**src/rtl/spi_flash_prog_seq.sv**
```systemverilog
// spi_flash_prog_seq: sequences optional sector erase, page program and WIP polling
// on a SPI flash command engine, streaming payload bytes from a caller page buffer.
module spi_flash_prog_seq #(
    parameter int          POLL_LIMIT = 20000,
    parameter logic [15:0] CLK_DIV    = 16'd4
) (
    input  logic        clk,
    input  logic        rst_n,
    input  logic        i_prog_req,
    input  logic        i_erase_en,
    input  logic [23:0] i_prog_addr,
    input  logic [8:0]  i_prog_len,
    output logic [7:0]  o_buf_addr,
    input  logic [7:0]  i_buf_data,
    output logic [7:0]  o_cmd,
    output logic        o_cmd_valid,
    input  logic        i_cmd_ack,
    output logic [23:0] o_addr,
    output logic [8:0]  o_byte_size,
    output logic [15:0] o_clk_div,
    input  logic        i_data_req,
    output logic [7:0]  o_data_in,
    input  logic [7:0]  i_data_out,
    input  logic        i_data_valid,
    output logic        o_busy,
    output logic        o_done,
    output logic        o_err
);
    localparam logic [15:0] LIMIT = 16'(POLL_LIMIT);

    typedef enum logic [3:0] {
        IDLE, WREN_E, SE, POLL_E, WREN_P, PP_LOAD, PP, POLL_P, DONE
    } state_t;

    state_t      state_q, state_d;
    logic        issued_q, issued_d, gap_q, gap_d, err_q, err_d, wip_q, wip_d;
    logic [23:0] addr_q, addr_d;
    logic [8:0]  len_q, len_d;
    logic [7:0]  data_q, data_d, baddr_q, baddr_d;
    logic [15:0] cnt_q, cnt_d;
    logic        is_poll, is_cmd, ack, wip;
    logic        unused_status;

    assign unused_status = ^i_data_out[7:1];

    always_comb begin
        is_poll     = (state_q == POLL_E) || (state_q == POLL_P);
        is_cmd      = (state_q != IDLE) && (state_q != PP_LOAD) && (state_q != DONE);
        // an ack only counts once this state's command has actually been launched
        ack         = i_cmd_ack && is_cmd && issued_q;
        wip         = i_data_valid ? i_data_out[0] : wip_q;
        o_cmd_valid = is_cmd && !issued_q && !gap_q;
        o_cmd       = (state_q == WREN_E || state_q == WREN_P) ? 8'h06 :
                      (state_q == SE) ? 8'hd8 : is_poll ? 8'h05 :
                      (state_q == PP) ? 8'h02 : 8'h00;
        o_addr      = (state_q == SE || state_q == PP) ? addr_q : 24'd0;
        o_byte_size = (state_q == PP) ? len_q : 9'd0;
        o_clk_div   = CLK_DIV;
        o_buf_addr  = baddr_q;
        o_data_in   = data_q;
        o_busy      = (state_q != IDLE) && (state_q != DONE);
        o_done      = (state_q == DONE);
        o_err       = err_q;
        state_d     = state_q;
        issued_d    = issued_q | o_cmd_valid;
        gap_d       = 1'b0;
        err_d       = err_q;
        wip_d       = (is_poll && i_data_valid) ? i_data_out[0] : wip_q;
        addr_d      = addr_q;
        len_d       = len_q;
        data_d      = data_q;
        baddr_d     = baddr_q;
        cnt_d       = cnt_q;
        case (state_q)
            IDLE: if (i_prog_req) begin
                addr_d  = i_prog_addr;
                len_d   = (i_prog_len == 9'd0 || i_prog_len > 9'd256) ? 9'd256 : i_prog_len;
                err_d   = 1'b0;
                state_d = i_erase_en ? WREN_E : WREN_P;
            end
            WREN_E: if (ack) state_d = SE;
            SE: if (ack) begin
                state_d = POLL_E;
                cnt_d   = 16'd0;
            end
            POLL_E, POLL_P: if (ack) begin
                cnt_d = cnt_q + 16'd1;
                if (!wip) begin
                    state_d = (state_q == POLL_E) ? WREN_P : DONE;
                end else if (cnt_d >= LIMIT) begin
                    err_d   = 1'b1;
                    state_d = DONE;
                end else begin
                    issued_d = 1'b0;
                    gap_d    = 1'b1;
                end
            end
            WREN_P: if (ack) begin
                state_d = PP_LOAD;
                baddr_d = 8'd0;
            end
            // issued_q doubles as the one-cycle buffer read wait here
            PP_LOAD: if (issued_q) begin
                data_d  = i_buf_data;
                baddr_d = 8'd1;
                state_d = PP;
            end else begin
                issued_d = 1'b1;
            end
            PP: begin
                if (i_data_req) begin
                    data_d  = i_buf_data;
                    baddr_d = (baddr_q == 8'hff) ? baddr_q : baddr_q + 8'd1;
                end
                if (ack) begin
                    state_d = POLL_P;
                    cnt_d   = 16'd0;
                end
            end
            DONE: state_d = IDLE;
            default: state_d = IDLE;
        endcase
        if (state_d != state_q) issued_d = 1'b0;
    end

    always_ff @(posedge clk) begin
        if (!rst_n) begin
            state_q  <= IDLE;
            issued_q <= 1'b0;
            gap_q    <= 1'b0;
            err_q    <= 1'b0;
            wip_q    <= 1'b0;
            addr_q   <= 24'd0;
            len_q    <= 9'd0;
            data_q   <= 8'd0;
            baddr_q  <= 8'd0;
            cnt_q    <= 16'd0;
        end else begin
            state_q  <= state_d;
            issued_q <= issued_d;
            gap_q    <= gap_d;
            err_q    <= err_d;
            wip_q    <= wip_d;
            addr_q   <= addr_d;
            len_q    <= len_d;
            data_q   <= data_d;
            baddr_q  <= baddr_d;
            cnt_q    <= cnt_d;
        end
    end
endmodule

```
**config.mk**
```make
export PLATFORM = sky130hd
export DESIGN_NAME = spi_flash_prog_seq
export DESIGN_NICKNAME = d
export VERILOG_FILES = /design/src/rtl/spi_flash_prog_seq.sv
export SDC_FILE = /design/constraint.sdc
export NUM_CORES = 1
export LEC_CHECK = 0
export CORE_MARGIN = 3
export CORE_UTILIZATION = 45
export CTS_BUF_LIST = sky130_fd_sc_hd__clkbuf_8
export DETAILED_ROUTE_END_ITERATION = 12
export GPL_TIMING_DRIVEN = 0
export MAX_ROUTING_LAYER = met4
export PLACE_DENSITY_LB_ADDON = 0.3
export SLEW_MARGIN = 25
export SYNTH_ARGS = -nofsm -noshare
export SYNTH_HDL_FRONTEND = slang
export SYNTH_SLANG_ARGS = --single-unit
```
**constraint.sdc**
```tcl
create_clock -name clk -period 4.5 [get_ports clk]
set_clock_uncertainty 0.05 [all_clocks]
set_input_delay 0.45 -clock clk [delete_from_list [all_inputs] [get_ports clk]]
set_output_delay 0.45 -clock clk [all_outputs]
set_load 0.05 [all_outputs]
```
**After elaboration in Yosys (flattened, before gate mapping)**

Cells that the tools add are included.

- $add $sub $neg: 2
- Order comparisons: 2
- Equality and inequality tests: 21
- Muxes and demuxes: 42
- Bitwise logic cells: 2
- Reduce and logical (&&, ||, !) cells: 30

Operators with widths:

| operator | number |
|---|---|
| 8-bit two-way mux | 8 |
| 4-bit two-way mux | 10 |
| 16-bit two-way mux | 2 |
| 16-bit case mux with 2 select lines | 1 |
| 4-bit case mux with 7 select lines | 1 |
| 24-bit two-way mux | 1 |
| 8-bit case mux with 3 select lines | 1 |
| 9-bit two-way mux | 2 |
| 16-bit by 1-bit adder with 16-bit output (second input constant) | 1 |
| 4-bit by 3-bit equality test with 1-bit output (second input constant) | 4 |
| 16-bit by 15-bit >= comparator with 1-bit output (second input constant) | 1 |
| 2-bit != test (second input constant) | 8 |
| 8-bit case mux with 2 select lines | 1 |
| 1-bit two-way mux | 10 |
| 5-bit AND reduction | 2 |
| 9-bit greater-than comparator (second input constant) | 1 |
| 9-bit zero test | 1 |
| 8-bit by 1-bit adder with 8-bit output (second input constant) | 1 |
| 4-bit by 2-bit equality test with 1-bit output (second input constant) | 2 |
| 8-bit equality test (second input constant) | 1 |
| 1-bit logical AND | 8 |
| 3-bit two-way mux | 2 |
| 3-bit AND reduction | 2 |
| 2-bit nonzero test | 3 |
| other kinds (18) | 25 |

- Bits in registers: 73
- Bits of input ports: 56
- Output and inout bits: 77
- Word-level logic and storage cells: 109

**Logic depth before layout (Yosys ltp)**

Gate-level depths: netlist of the first run.

- Depth in word-level cells: 10
- Mapped depth: 8
- Mapped depth without buffers: 7

**Least setup slack after synthesis of the first run**

OpenSTA, ideal clock, no wires.

- Path type: register -> output
- From: register state_q[1]
- To: output port o_done
- Arrival time: 1.959 ns
- Required time: 4.000 ns
- Slack: 2.041 ns
- Cell stages (with the launch flop): 5
- Path buffers: 2
- Cells stage by stage: dfxtp_1 -> clkbuf_2 -> clkbuf_1 -> or3_1 -> nor2_1

- Longest elaborated chain between the ends: 1

Ends and longest elaborated chain:

| what | RTL line | text |
|---|---|---|
| from (decl) | 35 | `state_t state_q, state_d;` |
| from (signal assigned) | 139 | `state_q <= state_d;` |
| 4-bit equality test | 62 | `o_done = (state_q == DONE);` |
| to (decl) | 26 | `output logic o_done,` |

Every way passes these cells.

**Worst setup path after layout of the first run**

- From: register state_q[0]
- To: output port o_byte_size[6]

- Longest elaborated chain between the ends: 2

Ends and longest elaborated chain:

| what | RTL line | text |
|---|---|---|
| 4-bit by 3-bit equality test with 1-bit output | 57 | `o_byte_size = (state_q == PP) ? len_q : 9'd0;` |
| 9-bit two-way mux | 57 |  |
| to (decl) | 19 | `output logic [8:0] o_byte_size,` |

Every way passes these cells.

==> impl_metrics.ini, run 1 <==
[setup_path]
critPathKind = flop to output pin
cp.required_ps = 4000
arrival_ps = 2770
max_stage_delay_ps = 840
cp_slowest_cell = clkdlybuf4s50_1
path_buf_inv = 3
start_kind = flop
crit_family = buffers and inverters
cp_cell_sequence = clkbuf_1 -> nor2_1 -> clkbuf_1 -> and3_1 -> clkdlybuf4s50_1
end_kind = output pin
critPathMaxFanout = 10
cpMostUsedCell = clkbuf_1

[power_and_ir_drop]
power.leakage_nw = 2.12
peakVddDrop_v = 0.000208
pwr_density_cell_nw_per_um2 = 291
p_total_w = 0.00159

[logic_synthesis]
yosys.area.top_type = dfxtp_1
ys_seq_area_share_pct = 36.9
synthesis.area_um2 = 3960
synth_area_leaders = dfxtp_1 37%, nand2_1 7.5%, a21boi_0 6.1%
async_flop_share_pct = 0
yosys_warnings = 0
avgSynthCellArea_um2 = 7.95
synthCells = 498
synth_top_area_share_pct = 36.9
synthFlopType = dfxtp_1
synth_edf_count = 0
synthDistinctLibCells = 59
synth_most_common_cell = nand2_1
synth_commonest_cells = 79 x nand2_1, 73 x dfxtp_1, 38 x and3_1, 34 x nor2_1, 32 x a21boi_0
ys_ff_latch = 73

[cells_and_area]
final_nets = 691
finalNonFillerCells = 742
design_area_um2 = 5480
drive_gt1_share_pct = 8.32
antennaDiodeCount = 0
syn2layout_area_growth_pct = 38.4

[route]
dr.pass1.iters = 4
vias = 3906
via_per_inst = 5.26
wl_met2_mm = 5.16
wl_met1_mm = 4.83
drt_iter0_drc = 180
drc = 0
dr_wl_met3_um = 848
routed_wl_mm = 11.0
ant_nets = 0
avgRoutedWirePerCell_um = 14.8
top_layer = met4

[global_route]
grt_pass1_vias = 3790
grt_pass1_wl_mm = 17.7
grtUsageTotal_pct = 22.5
antenna_found_initial = 0
overflow = 0
grt_max_degree = 15

[die]
core_area_um2 = 8380
die_y_um = 99.8
rows = 33
initial_core_util_pct = 47.2
ios = 133
dieWidth_um = 99.8
die_area_um2 = 9960

[run_status]
status = finished, final reports clean

[place]
globalplace.congestion = 0.904
port_buffers = 108
place_area_um2 = 5230
dp_hpwl_mm = 8.23
place_inst = 726

[sta]
fin_setup_tns_ps = 0
finalSetupViolCount = 0
finalCriticalPeriod_ps = 3270
fmax_mhz = 306
relSlewSlack_pct = 49.6
hold_violations = 0
worst_slew_pin_slew_ps = 752
rsz0062_at_grt = false
timing.hold.ws_ps = 411
drv_slew = 0
period_share_pct = 72.7

[clocking]
clk_latency_ps = 350
h-tree-depth = 3
cts_tree = built
cts_buffer_depth = 2
cts_made_buffers = 9
cts_resized = 0
cts.clk_slew.worst_paths_ps = 90
post_cts_buffers = 0
hold_buffers = 0
root_buffer = clkbuf_8
cts.sinks = 73

[run]
max_cap_viol_count = 0

[min_path]
hp-class = flop to flop
-- sequential cells by signal (all words and copies together), names as in the netlist --
name and count:
addr_q 24, cnt_q 16, gap_q 1, issued_q 1, len_q 9, o_buf_addr 8, o_data_in 8, o_err 1
state_q 4, wip_q 1
-- cell usage in the layout (no fill, tap or decap), types with 5 or more instances in the layout --
cell type and n:
nor2b_1 22, a21oi_1 16, clkbuf_1 25, o21ai_0 19, nor3_1 10, clkbuf_8 10
nand3_1 16, o21a_1 5, clkdlybuf4s50_1 108, nor2_1 34, nor4_1 7, and3_1 38
buf_4 20, a21boi_0 32, nand3b_1 6, inv_1 7, o211ai_1 5, conb_1 17
nand2_1 79, mux2i_1 9, xnor2_1 9, dfxtp_1 73
-- worst reg2reg max path, cell delays in order, from the launching register on --
cell and delay, ps:
dfxtp_1 310, clkbuf_1 300, nand2_1 210, nor2_2 400
nand3_1 140, or4b_1 470, a21oi_1 170
-- cell type report --
class / count / area (um^2)
Tap cell: 105 / 131
Timing Repair Buffer: 108 / 1080
Sequential cell: 73 / 1460
Multi-Input combinational cell: 383 / 2240
Buffer: 50 / 284
Fill cell: 746 / 2900
Inverter: 7 / 26.3
Clock buffer: 9 / 124
Clock inverter: 7 / 126
-- routing by layer --
metal  vias up  GRT usage (%)
li1       1966              -
met1      1797           27.0
met2       128           36.3
met3        15           6.88
met4         0           6.93
met5         -              -
-- cells by family (layout without fill, tap and decap cells) --
group / count (synthesis) / after routing / share of synthesized area (%)
muxes: 10 / 10 / 2.56
and+or+nand+nor: 240 / 240 / 31.3
DFF: 73 / 73 / 36.9
AOI/OAI and AO/OA: 102 / 102 / 17.8
buffers and inverters: 57 / 181 / 7.84
other: 2 / 17 / 0.190
adders and majority gates: 3 / 3 / 0.948
xor gates and xnor gates: 11 / 11 / 2.43
-- where the power goes --
part	switching (W)	internal, W	total (W)
Sequential	0.0000109	0.000669	0.000680
Combinational	0.000157	0.000104	0.000262
Clock	0.000276	0.000375	0.000650
Total	0.000444	0.00115	0.00159
-- stage by stage --
step	setup WS, ps	utilization (%)
global route	1090	65.4
global placement	1620	62.4
finish	1230	65.4
detailed placement	1620	62.4
CTS	1220	65.4
floorplan	2040	-
-- final timing paths --
check	start	endpoint	slack (ps)	depth (start not counted)
worst min-delay path	addr_q[7]	addr_q[7]	410	2
worst max-delay path	state_q[0]	o_byte_size[6]	1230	5
worst max register to register	issued_q	cnt_q[4]	2360	6
worst min register to register	addr_q[7]	addr_q[7]	410	2
Power figures use the tool's default switching activity.
==> run 2, diff against run 1 <==
- CORE_UTILIZATION: 45 -> 43
- clock period: 4.5 -> 2.8 ns (I/O delays scaled with it)
==> run 2 against run 1 <==
- flip-flop and latch count unchanged
- combinational power increased by 60%
- die area increased by 4.4%
- clock power increased by 37%
- setup slack got worse by 1100 ps
- largest cell class unchanged
- first-iteration DRC count increased by 49%
- non-clock buffer count decreased by 1
- register-to-register slack got worse by 1700 ps
- via count increased by 3.2%
- global-route usage increased by 0.53 points
==> impl_metrics.ini, run 2 (synthesis gave the netlist of run 1 again) <==
[global_route]
grtUsageTotal_pct = 23.0
antenna_found_initial = 0
overflow = 0
grt_pass1_vias = 3891
grt_max_degree = 14
grt_pass1_wl_mm = 18.6

[setup_path]
r2r_setup_slack_ps = 640
end_kind = output pin
timing.rr.start = cnt_q[0]
reg2reg_depth = 6
arrival_ps = 2360
cp_slowest_cell = dlygate4sd2_1
critPathKind = flop to output pin
max_stage_delay_ps = 530
start_kind = flop
r2r-end = state_q[2]
cp.required_ps = 2470
cp_cell_sequence = clkbuf_2 -> nor2b_2 -> clkbuf_1 -> and3_1 -> dlygate4sd2_1
critPathMaxFanout = 10

[route]
via_per_inst = 5.42
vias = 4030
drc = 0
ant_nets = 0
routed_wl_mm = 11.3
drt_iter0_drc = 269
avgRoutedWirePerCell_um = 15.1
dr.pass1.iters = 5

[power_and_ir_drop]
peakVddDrop_v = 0.000275
pwr_density_cell_nw_per_um2 = 449
power.leakage_nw = 2.24

[clocking]
cts_buffer_depth = 2
cts_tree = built
h-tree-depth = 3
post_cts_buffers = 0
clk_latency_ps = 350
cts.sinks = 73
cts.clk_slew.worst_paths_ps = 80
root_buffer = clkbuf_8
cts_made_buffers = 9

[sta]
period_share_pct = 95.9
rsz0062_at_grt = false
finalSetupViolCount = 0
fin_setup_tns_ps = 0
relSlewSlack_pct = 44.9
drv_slew = 0
hold_violations = 0
worst_slew_pin_slew_ps = 821
fmax_mhz = 372
finalCriticalPeriod_ps = 2690

[min_path]
holdCritStartpoint = addr_q[13]
hold_path_end = addr_q[13]
holdPathStages = 2
hp-class = flop to flop

[cells_and_area]
largest_register_ffs = 24
final_nets = 690
final_cell_mix = 79 x nand2_1, 73 x dfxtp_1, 72 x clkdlybuf4s50_1
regMostFlops = addr_q
final_common_cell = nand2_1
largestRegisters = addr_q: 24 flops, cnt_q: 16 flops, len_q: 9 flops
design_area_um2 = 5360
finalNonFillerCells = 744
antennaDiodeCount = 0
drive_gt1_share_pct = 11.3
syn2layout_area_growth_pct = 35.4
post-route-util_pct = 60.6

[die]
dieWidth_um = 102
ios = 133
core_area_um2 = 8850
die_y_um = 102
initial_core_util_pct = 44.7
die_area_um2 = 10400
rows = 34

[place]
port_buffers = 108
place_inst = 729
dp_hpwl_mm = 8.39
globalplace.congestion = 0.950
place_area_um2 = 5230

[run_status]
status = finished, final reports clean

[run]
max_cap_viol_count = 0
## run 2: changes by cell type in the layout (fill, tap and decap cells not counted), sizes merged, moves of 3 or more
cell / before / now
clkdlybuf4s15: 0 / 6
clkdlybuf4s50: 108 / 72
dlygate4sd2: 0 / 11
dlymetal6s2s: 0 / 3
clkbuf: 36 / 53
## run 2: final cells by class
cell class	instances	area, um^2
clock inverter	5	61.3
tap	108	135
inverter	7	26.3
sequential	73	1460
multi-input combinational	383	2250
buffer	49	283
fill	823	3490
clock buffer	11	151
timing repair buffer	108	995
## run 2: what timing repair did
| action | CTS | global route |
|---|---|---|
| hold buffers | 0 | 0 |
| cloned | 0 | 0 |
| resized for setup | 34 | 45 |
| pin swaps | 0 | 0 |
| setup endpoints to repair | 33 | 33 |
## run 2: critical path, delay by kind of cell, from the launching register on
kind,cells,cell delay (ps)
buffers and inverters,3,1100
and+or+nand+nor,2,590
DFF,1,310
## run 2: power by group
part / leakage [nW] / internal (W) / switching (W)
clock network: 0.0982 / 0.000463 / 0.000430
logic: 1.55 / 0.000164 / 0.000255
registers: 0.593 / 0.00107 / 0.0000180
## run 2: how the worst max path moves through the flow
| stage | startpoint | end | slack [ps] | cells after the start |
|---|---|---|---|---|
| floorplan | state_q[1] | o_done | 510 | 4 |
| global placement | state_q[1] | o_addr[20] | 70 | 5 |
| detailed placement | state_q[1] | o_addr[21] | 70 | 5 |
| CTS | state_q[0] | o_byte_size[6] | 2 | 5 |
| global route | state_q[1] | o_addr[13] | 0.9 | 5 |
| finish | state_q[1] | o_addr[13] | 110 | 5 |
## run 2: routing by layer
layer / share of wire (%) / global-route usage [%] / up-vias
li1: - / - / 1967
met1: 42 / 29.0 / 1861
met2: 48 / 36.8 / 180
met3: 8.4 / 5.60 / 22
met4: 1.9 / 6.96 / 0
met5: 0 / - / -
## run 2: metrics by stage
stage | worst slack, ps | power, W | hold slack [ps]
2_1_floorplan | 511 | 0.00138 | 375
3_3_place_gp | 70.2 | 0.00153 | 395
3_5_place_dp | 68.1 | 0.00154 | 403
4_1_cts | 1.66 | 0.00241 | 415
5_1_grt | 0.937 | 0.00250 | 435
6_report | 114 | 0.00241 | 413
